--- src/rtl/piso_serializer.sv ---
`default_nettype none
// ----------------------------------------------------------------------------
// piso_serializer : parallel-in/serial-out transmitter, MSB first on strobes
// Rev 1.0
// ----------------------------------------------------------------------------
module piso_serializer #(
  parameter int WIDTH = 32
) (
  input  logic             clk,
  input  logic             reset_n,
  input  logic             load_valid,
  output logic             load_ready,
  input  logic [WIDTH-1:0] data_in,
  input  logic             shift_en,
  output logic             out,
  output logic             out_valid,
  output logic             busy,
  output logic             done
);

  localparam int CW = $clog2(WIDTH);
  localparam logic [CW-1:0] CNT_LAST = CW'(WIDTH - 1);

  localparam logic [0:0] ST_IDLE  = 1'b0;
  localparam logic [0:0] ST_SHIFT = 1'b1;

  logic [0:0]       state_q, state_d;
  logic [WIDTH-1:0] shreg_q, shreg_d;
  logic [CW-1:0]    cnt_q, cnt_d;
  logic             done_q, done_d;

  logic last_take;
  assign last_take = (state_q == ST_SHIFT) && (cnt_q == CNT_LAST) && shift_en;

  always_ff @(posedge clk) begin
    if (!reset_n) begin
      state_q <= ST_IDLE;
      shreg_q <= '0;
      cnt_q   <= '0;
      done_q  <= 1'b0;
    end else begin
      state_q <= state_d;
      shreg_q <= shreg_d;
      cnt_q   <= cnt_d;
      done_q  <= done_d;
    end
  end

  always_comb begin
    state_d = state_q;
    shreg_d = shreg_q;
    cnt_d   = cnt_q;
    done_d  = 1'b0;
    case (state_q)
      ST_IDLE: begin
        if (load_valid) begin
          shreg_d = data_in;
          cnt_d   = '0;
          state_d = ST_SHIFT;
        end
      end
      ST_SHIFT: begin
        if (shift_en) begin
          if (cnt_q == CNT_LAST) begin
            done_d = 1'b1;
            // Reloading on the last strobe keeps the link gap-free
            if (load_valid) begin
              shreg_d = data_in;
              cnt_d   = '0;
            end else begin
              state_d = ST_IDLE;
            end
          end else begin
            shreg_d = {shreg_q[WIDTH-2:0], 1'b0};
            cnt_d   = cnt_q + CW'(1);
          end
        end
      end
      default: state_d = ST_IDLE;
    endcase
  end

  always_comb begin
    load_ready = (state_q == ST_IDLE) || last_take;
    out_valid  = (state_q == ST_SHIFT);
    busy       = (state_q == ST_SHIFT);
    out        = (state_q == ST_SHIFT) ? shreg_q[WIDTH-1] : 1'b0;
    done       = done_q;
  end

endmodule
`default_nettype wire

--- config.mk ---
export PLATFORM = sky130hd
export DESIGN_NAME = piso_serializer
export DESIGN_NICKNAME = d
export VERILOG_FILES = /design/src/rtl/piso_serializer.sv
export SDC_FILE = /design/constraint.sdc
export NUM_CORES = 1
export LEC_CHECK = 0
export ABC_AREA = 1
export BUFFER_PORTS_ARGS = -buffer_cell sky130_fd_sc_hd__buf_2
export CAP_MARGIN = 40
export CORE_MARGIN = 5
export CORE_UTILIZATION = 25
export DETAILED_ROUTE_END_ITERATION = 12
export PLACE_DENSITY_LB_ADDON = 0.08
export SYNTH_ARGS = -nofsm -noshare
export SYNTH_HDL_FRONTEND = slang
export SYNTH_SLANG_ARGS = --single-unit
export TNS_END_PERCENT = 1
--- constraint.sdc ---
create_clock -name clk -period 1.92 [get_ports clk]
set_input_delay 0.096 -clock clk [delete_from_list [all_inputs] [get_ports clk]]
set_output_delay 0.096 -clock clk [all_outputs]
set_load 0.01 [all_outputs]
==> results of run 1 <==
## final cells by class
type	count	area [µm²]	share of cell area, %
clock inverter	2	35.0	1.30
inverter	44	168	6.20
clock buffer	6	82.6	3.05
timing repair buffer	53	339	12.5
multi-input combinational	241	1160	43.0
sequential	39	782	28.9
tap	108	135	5.00
## sequential cells by signal (all words and copies together), names as in the netlist
signal   count
busy         1
cnt_q        5
done         1
shreg_q     32
## stage by stage
| stage | std cells | util (%) | instance area [µm²] | hold slack (ns) |
|---|---|---|---|---|
| 3_5_place_dp | 485 | 29.4 | 2580 | 0.439 |
| 4_1_cts | 493 | 30.8 | 2700 | 0.123 |
| 6_report | 493 | 30.9 | 2710 | 0.132 |
| 3_3_place_gp | 485 | 29.4 | 2580 | 0.427 |
| 2_1_floorplan | 349 | - | 2250 | 0.310 |
| 5_1_grt | 493 | 30.9 | 2710 | 0.160 |
## worst max-delay path: stages, from the launching register on
cell and delay, ns:
dfxtp_1 0.37, ha_1 0.20, nand2_1 0.08, nor2_2 0.12
ha_2 0.25, nor2_8 0.07, nor2_1 0.13, buf_2 0.16
## what timing repair did
| item | CTS | global route |
|---|---|---|
| endpoints found under the setup margin | 0 | 33 |
| gates resized for setup | 0 | 4 |
| setup buffers | 0 | 0 |
## layer usage
| layer | global-route usage (%) | vias to the layer above | share of wire (%) |
|---|---|---|---|
| li1 | - | 1171 | - |
| met1 | 15.9 | 929 | 51 |
| met2 | 16.9 | 49 | 43 |
| met3 | 2.90 | 6 | 5.0 |
| met4 | 3.29 | 0 | 1.2 |
| met5 | 0 | - | 0 |
## cells in the mapped netlist
library cell | instances | area (µm²)
inv_1 | 41 | 154
nand3_1 | 96 | 480
inv_2 | 2 | 7.51
nor2_2 | 20 | 125
a21boi_0 | 1 | 7.51
dfxtp_1 | 39 | 781
nor4_1 | 1 | 6.26
clkbuf_1 | 6 | 22.5
nor2_8 | 1 | 20.0
buf_6 | 4 | 45.0
nand2_1 | 23 | 86.3
ha_1 | 3 | 37.5
nand2_2 | 2 | 12.5
a21oi_1 | 4 | 20.0
nand2_4 | 2 | 22.5
buf_1 | 1 | 3.75
buf_4 | 2 | 15.0
nand4_1 | 2 | 12.5
o21ai_0 | 4 | 20.0
inv_4 | 1 | 6.26
buf_2 | 12 | 60.1
nor2_1 | 82 | 308
## final timing paths
check | from | end | slack (ns) | depth (start not counted)
worst max-delay path | cnt_q[1]$_SDFFE_PN0P_ | load_ready | 0.15 | 7
worst min-delay path | data_in[20] | shreg_q[20]$_SDFFE_PN0P_ | 0.13 | 5
worst max register to register | cnt_q[0]$_SDFFE_PN0P_ | shreg_q[10]$_SDFFE_PN0P_ | 0.17 | 10
worst min register to register | shreg_q[0]$_SDFFE_PN0P_ | shreg_q[0]$_SDFFE_PN0P_ | 0.47 | 2
## cell families (layout without fill, tap and decap cells)
logic type / count (synthesis) / count (layout)
compound gates: 9 / 9
fa+ha+maj: 3 / 3
simple gates: 229 / 229
buf+inv: 69 / 105
flops: 39 / 39
## power groups by stage
stage	combinational [mW]	sequential, mW	clock, mW
2_1_floorplan	0.306	0.937	0
3_3_place_gp	0.429	0.947	0
3_5_place_dp	0.429	0.946	0
4_1_cts	0.431	0.927	0.749
5_1_grt	0.488	0.936	0.779
6_report	0.422	0.927	0.721
==> summary.md, run 1 <==
| Metric | Value |
|---|---|
| Post-Synth Simple-Gate Area | `47.6%` |
| Clock-pin slew on the worst setup and hold paths | `0.08 ns` |
| Final Setup Violations | `0` |
| Routed WL | `6.01 mm` |
| Setup TNS | `0 ns` |
| Maximum clock insertion buffer count | `2` |
| First-pass GRT wire length | `10.2 mm` |
| Total power | `2.07 mW` |
| Slew HR | `59.7%` |
| # IOs | `41` |
| Synth Warn # | `0` |
| Worst slew pin tran | `0.604 ns` |
| Initial antenna violation count | `0` |
| Root Driver | `clkbuf_8` |
| Most common cell after layout, fill and taps aside | `nand3_1` |
| Die area | `11000 µm²` |
| Clock Sinks | `39` |
| Die Y | `105 µm` |
| Post-route DRC | `0` |
| Synth Cell Area | `2250 µm²` |
| HPWL Detailed | `4.10 mm` |
| Leakage | `1.25 nW` |
| Clock skew | `0.00687 ns` |
| Worst setup SP type | `flop` |
| VDD IR max | `0.310 mV` |
| TritonCTS clock tree | `built` |
| Sequential Power Share | `44.8%` |
| Most frequent cells in the layout | `96 x nand3_1, 81 x nor2_1, 41 x inv_1, 40 x buf_2, 38 x dfxtp_1` |
| Clock period minus worst slack | `1.77 ns` |
| Nets | `423` |
| Setup ws final | `0.153 ns` |
| XOR/XNOR share of the synthesized area | `0%` |
| Fmax | `566 MHz` |
| Pre-CTS worst setup slack | `0.0682 ns` |
| WL per Instance | `12.2 µm` |
| Synth unique cells | `22` |
| Sequential share of the synthesized area | `34.6%` |
| Initial DRC count | `63` |
| Number of diodes | `0` |
| Mux share of post-synthesis cell area | `0%` |
| Layout cells sized above 1 | `23.9%` |
| Synth Area in Compound Gates | `2.11%` |
| Combinational share of power | `20.4%` |
| P_sw | `0.591 mW` |
| Rows | `34` |
| DR vias | `2155` |
| Clk_lat worst skew | `0.29 ns` |
| Core area | `8760 µm²` |
| H-tree levels | `2` |
| Vias per cell | `4.37` |
| Status | `finished clean` |
| Fill count | `998` |
| CTS buffer count | `5` |
| Pint | `1.48 mW` |
| WS Path Type | `flop to output port` |
| Max-cap violations | `0` |
| Synth-to-Final Area Change | `20.0%` |
| Synthesized instance count | `349` |
| Crit path max fanout | `9` |
| PD cells | `765 nW/µm²` |
| Sw Share | `28.6%` |
| Clk network pwr share | `34.8%` |
| Port buffer count | `40` |
| Routed Antenna Nets | `0` |
| Type of the worst min-delay path | `input pin to flop` |
| Routability congestion estimate | `0.808` |
| Drt pass-1 iters | `4` |
| Data required, critical path | `1.82 ns` |
| CP arrival | `1.67 ns` |
| Synth Area in Adders | `1.67%` |
| RSZ-0062 raised after global routing | `no` |
| Vias in the first global route | `2084` |
| Syn nets | `388` |
| Pins Over Slew Limit | `0` |
| GRT Util Overall | `11.3%` |
| Final Hold Viols | `0` |
| CP Capture Type | `output port` |
| Post-route clock period utilization | `92.1%` |
| Largest family of logic cells by synthesized area | `simple AND/OR/NAND/NOR gates` |
| #FFs+latches synth | `39` |
| Hold-fix buffers, CTS | `0` |
| Die W | `105 µm` |
| Pin count of the biggest net entering global routing | `36` |
| GRT overflow | `0` |
| Synthesized area per cell | `6.46 µm²` |
| Starting density of the core | `25.7%` |
Note: power is estimated with default switching activity, not from simulation.
==> run 2: changes to the inputs <==
PLACE_DENSITY_LB_ADDON = 0.12   (was 0.08)
==> summary.md, run 2 (synthesis gave the netlist of run 1 again) <==
| Metric | Value |
|---|---|
| Post-route DRC | `0 (unchanged)` |
| VDD IR max | `0.381 mV (+23%)` |
| Routed WL | `5.98 mm (-0.60%)` |
| Crit path max fanout | `32 (+23)` |
| Status | `finished clean` |
| P_sw | `0.593 mW (+0.28%)` |
| Finished Core Util | `31.2% (+0.29 points)` |
| Clock Sinks | `39 (unchanged)` |
| Number of diodes | `0 (unchanged)` |
| Post-route clock period utilization | `95.0% (+2.9 points)` |
| Port buffer count | `40 (unchanged)` |
| Nets | `421 (-0.47%)` |
| Starting density of the core | `25.7% (unchanged)` |
| Pins Over Slew Limit | `0 (unchanged)` |
| First-pass GRT wire length | `10.3 mm (+1.4%)` |
| R2R Path End | `shreg_q[20]$_SDFFE_PN0P_` |
| Rows | `34 (unchanged)` |
| Reg2Reg Depth | `10 (unchanged)` |
| Sequential Power Share | `42.8% (-2.0 points)` |
| Critical Path End | `load_ready` |
| Setup ws final | `0.0962 ns (-0.0565 ns)` |
| Drt pass-1 iters | `4 (unchanged)` |
| WL per Instance | `12.2 µm (-0.19%)` |
| R2r setup slk | `0.26 ns (+0.09 ns)` |
| Initial antenna violation count | `0 (unchanged)` |
| Clock skew | `0.00659 ns (-0.000285 ns)` |
| Type of the worst min-delay path | `input pin to flop` |
| Die W | `105 µm (unchanged)` |
| CP arrival | `1.73 ns (+0.06 ns)` |
| Clock period minus worst slack | `1.82 ns (+0.0565 ns)` |
| Clk network pwr share | `37.8% (+3.0 points)` |
| GRT Util Overall | `11.3% (+0.013 points)` |
| Largest Register | `shreg_q` |
| Core area | `8760 µm² (unchanged)` |
| Vias in the first global route | `2124 (+1.9%)` |
| Most frequent cells in the layout | `96 x nand3_1, 80 x nor2_1, 41 x inv_1, 40 x buf_2, 37 x dfxtp_1` |
| WS Path Type | `flop to output port` |
| Layout cells sized above 1 | `24.0% (+0.12 points)` |
| Leakage | `1.25 nW (-0.30%)` |
| H-tree levels | `2 (unchanged)` |
| Maximum clock insertion buffer count | `2 (unchanged)` |
| Most common cell after layout, fill and taps aside | `nand3_1` |
| Pin count of the biggest net entering global routing | `33 (-8.3%)` |
| Data required, critical path | `1.82 ns (about the same)` |
| Routability congestion estimate | `0.756 (-6.5%)` |
| Fill count | `983 (-1.5%)` |
| Synth-to-Final Area Change | `21.2%` |
| TritonCTS clock tree | `built` |
| HPWL Detailed | `3.99 mm (-2.6%)` |
| CTS buffer count | `5 (unchanged)` |
| Vias per cell | `4.32 (-1.1%)` |
| PD cells | `795 nW/µm² (+3.9%)` |
| Sw Share | `27.3% (-1.2 points)` |
| Slew HR | `62.7% (+3.1 points)` |
| Biggest regs | `shreg_q: 32 flops, cnt_q: 5 flops` |
| Multi-input gate area | `1180 µm² (+1.3%)` |
| GRT overflow | `0 (unchanged)` |
| Max FFs per register | `32 (unchanged)` |
| Worst slew pin tran | `0.558 ns (-0.0459 ns)` |
| Max-cap violations | `0 (unchanged)` |
| Die Y | `105 µm (unchanged)` |
| Seq. cell area | `783 µm² (+0.16%)` |
| Hold-fix buffers, CTS | `0 (unchanged)` |
| Clock-pin slew on the worst setup and hold paths | `0.08 ns (about the same)` |
| Fmax | `548 MHz (-3.1%)` |
| CP Capture Type | `output port` |
| Initial DRC count | `89 (+41%)` |
| Pint | `1.58 mW (+6.7%)` |
| Die area | `11000 µm² (unchanged)` |
| Root Driver | `clkbuf_8` |
| Clk_lat worst skew | `0.29 ns (about the same)` |
| # IOs | `41 (unchanged)` |
| Combinational share of power | `19.4% (-1.0 points)` |
| Worst setup SP type | `flop` |
| Final Hold Viols | `0 (unchanged)` |
| Crit path launch | `cnt_q[0]$_SDFFE_PN0P_` |
| DR vias | `2122 (-1.5%)` |
| Routed Antenna Nets | `0 (unchanged)` |
| Pre-CTS worst setup slack | `0.111 ns (+0.0432 ns)` |
| Final Setup Violations | `0 (unchanged)` |
| Reg-to-Reg Start | `cnt_q[0]$_SDFFE_PN0P_` |
run 2: changes by cell type in the layout (fill, tap and decap cells not counted):
cell / change
nor2_1: -1
dfxtp_1: -1
bufinv_16: +1
nor2_2: +1
clkbuf_1: +1
buf_6: -1
dfxtp_2: +1
ha_1: -1
clkbuf_8: -1
buf_4: -2
ha_4: +1
clkinv_2: -1
buf_12: +1
run 2: cell type report:
type / count / area share, %
repair buffers: 51 / 12.2
well taps: 108 / 4.95
clock buffers: 6 / 2.66
clock inverters: 2 / 2.20
inverters: 44 / 6.14
flip-flops and latches: 39 / 28.7
multi-input cells: 241 / 43.2
run 2: timing repair:
item	in CTS	in global routing
endpoints found under the hold margin	0	0
endpoints found under the setup margin	1	1
buffers inserted	0	1
cloned	0	0
resized for setup	5	2
pin swaps	1	1
run 2: worst min path at each step:
stage                     start                  endpoint  slack (ns)  cells after the start
finish              data_in[11]  shreg_q[11]$_SDFFE_PN0P_        0.13                      5
detailed placement  data_in[14]  shreg_q[14]$_SDFFE_PN0P_        0.43                      5
CTS                 data_in[14]  shreg_q[14]$_SDFFE_PN0P_        0.12                      5
global placement    data_in[17]  shreg_q[17]$_SDFFE_PN0P_        0.42                      5
global route        data_in[31]  shreg_q[31]$_SDFFE_PN0P_        0.15                      5
floorplan            load_valid   shreg_q[0]$_SDFFE_PN0P_        0.31                      3
run 2: power by group through the flow:
stage / Sequential [mW] / Combinational [mW] / Clock [mW]
global route: 0.939 / 0.486 / 0.893
floorplan: 0.937 / 0.306 / 0
detailed placement: 0.946 / 0.425 / 0
global placement: 0.945 / 0.424 / 0
finish: 0.928 / 0.421 / 0.821
CTS: 0.928 / 0.428 / 0.846
run 2: through the flow:
step	hold WS [ns]	power [mW]	cell area, µm²	instances	setup TNS, ns
final	0.131	2.17	2730	491	0
after global routing	0.146	2.32	2730	491	-0.00468
after global placement	0.423	1.37	2570	482	0
after floorplan	0.310	1.24	2250	349	0
after CTS	0.124	2.20	2710	490	0
after detailed placement	0.434	1.37	2570	482	0
run 2: critical path: stages, from the launching register on:
cell and delay [ns]:
dfxtp_2 0.38, ha_4 0.15, nand2_1 0.06, nor2_2 0.14, ha_2 0.25, nor2_8 0.06
buf_12 0.16, nor2_2 0.10, buf_2 0.14
run 2: per-layer routing:
layer  track usage (%)  part of all wire [%]  vias to the layer above
li1                  -                     -                     1160
met1              15.1                    51                      921
met2              18.2                    43                       37
met3              2.96                   4.6                        4
met4              2.47                  0.92                        0
met5                 0                     0                        -
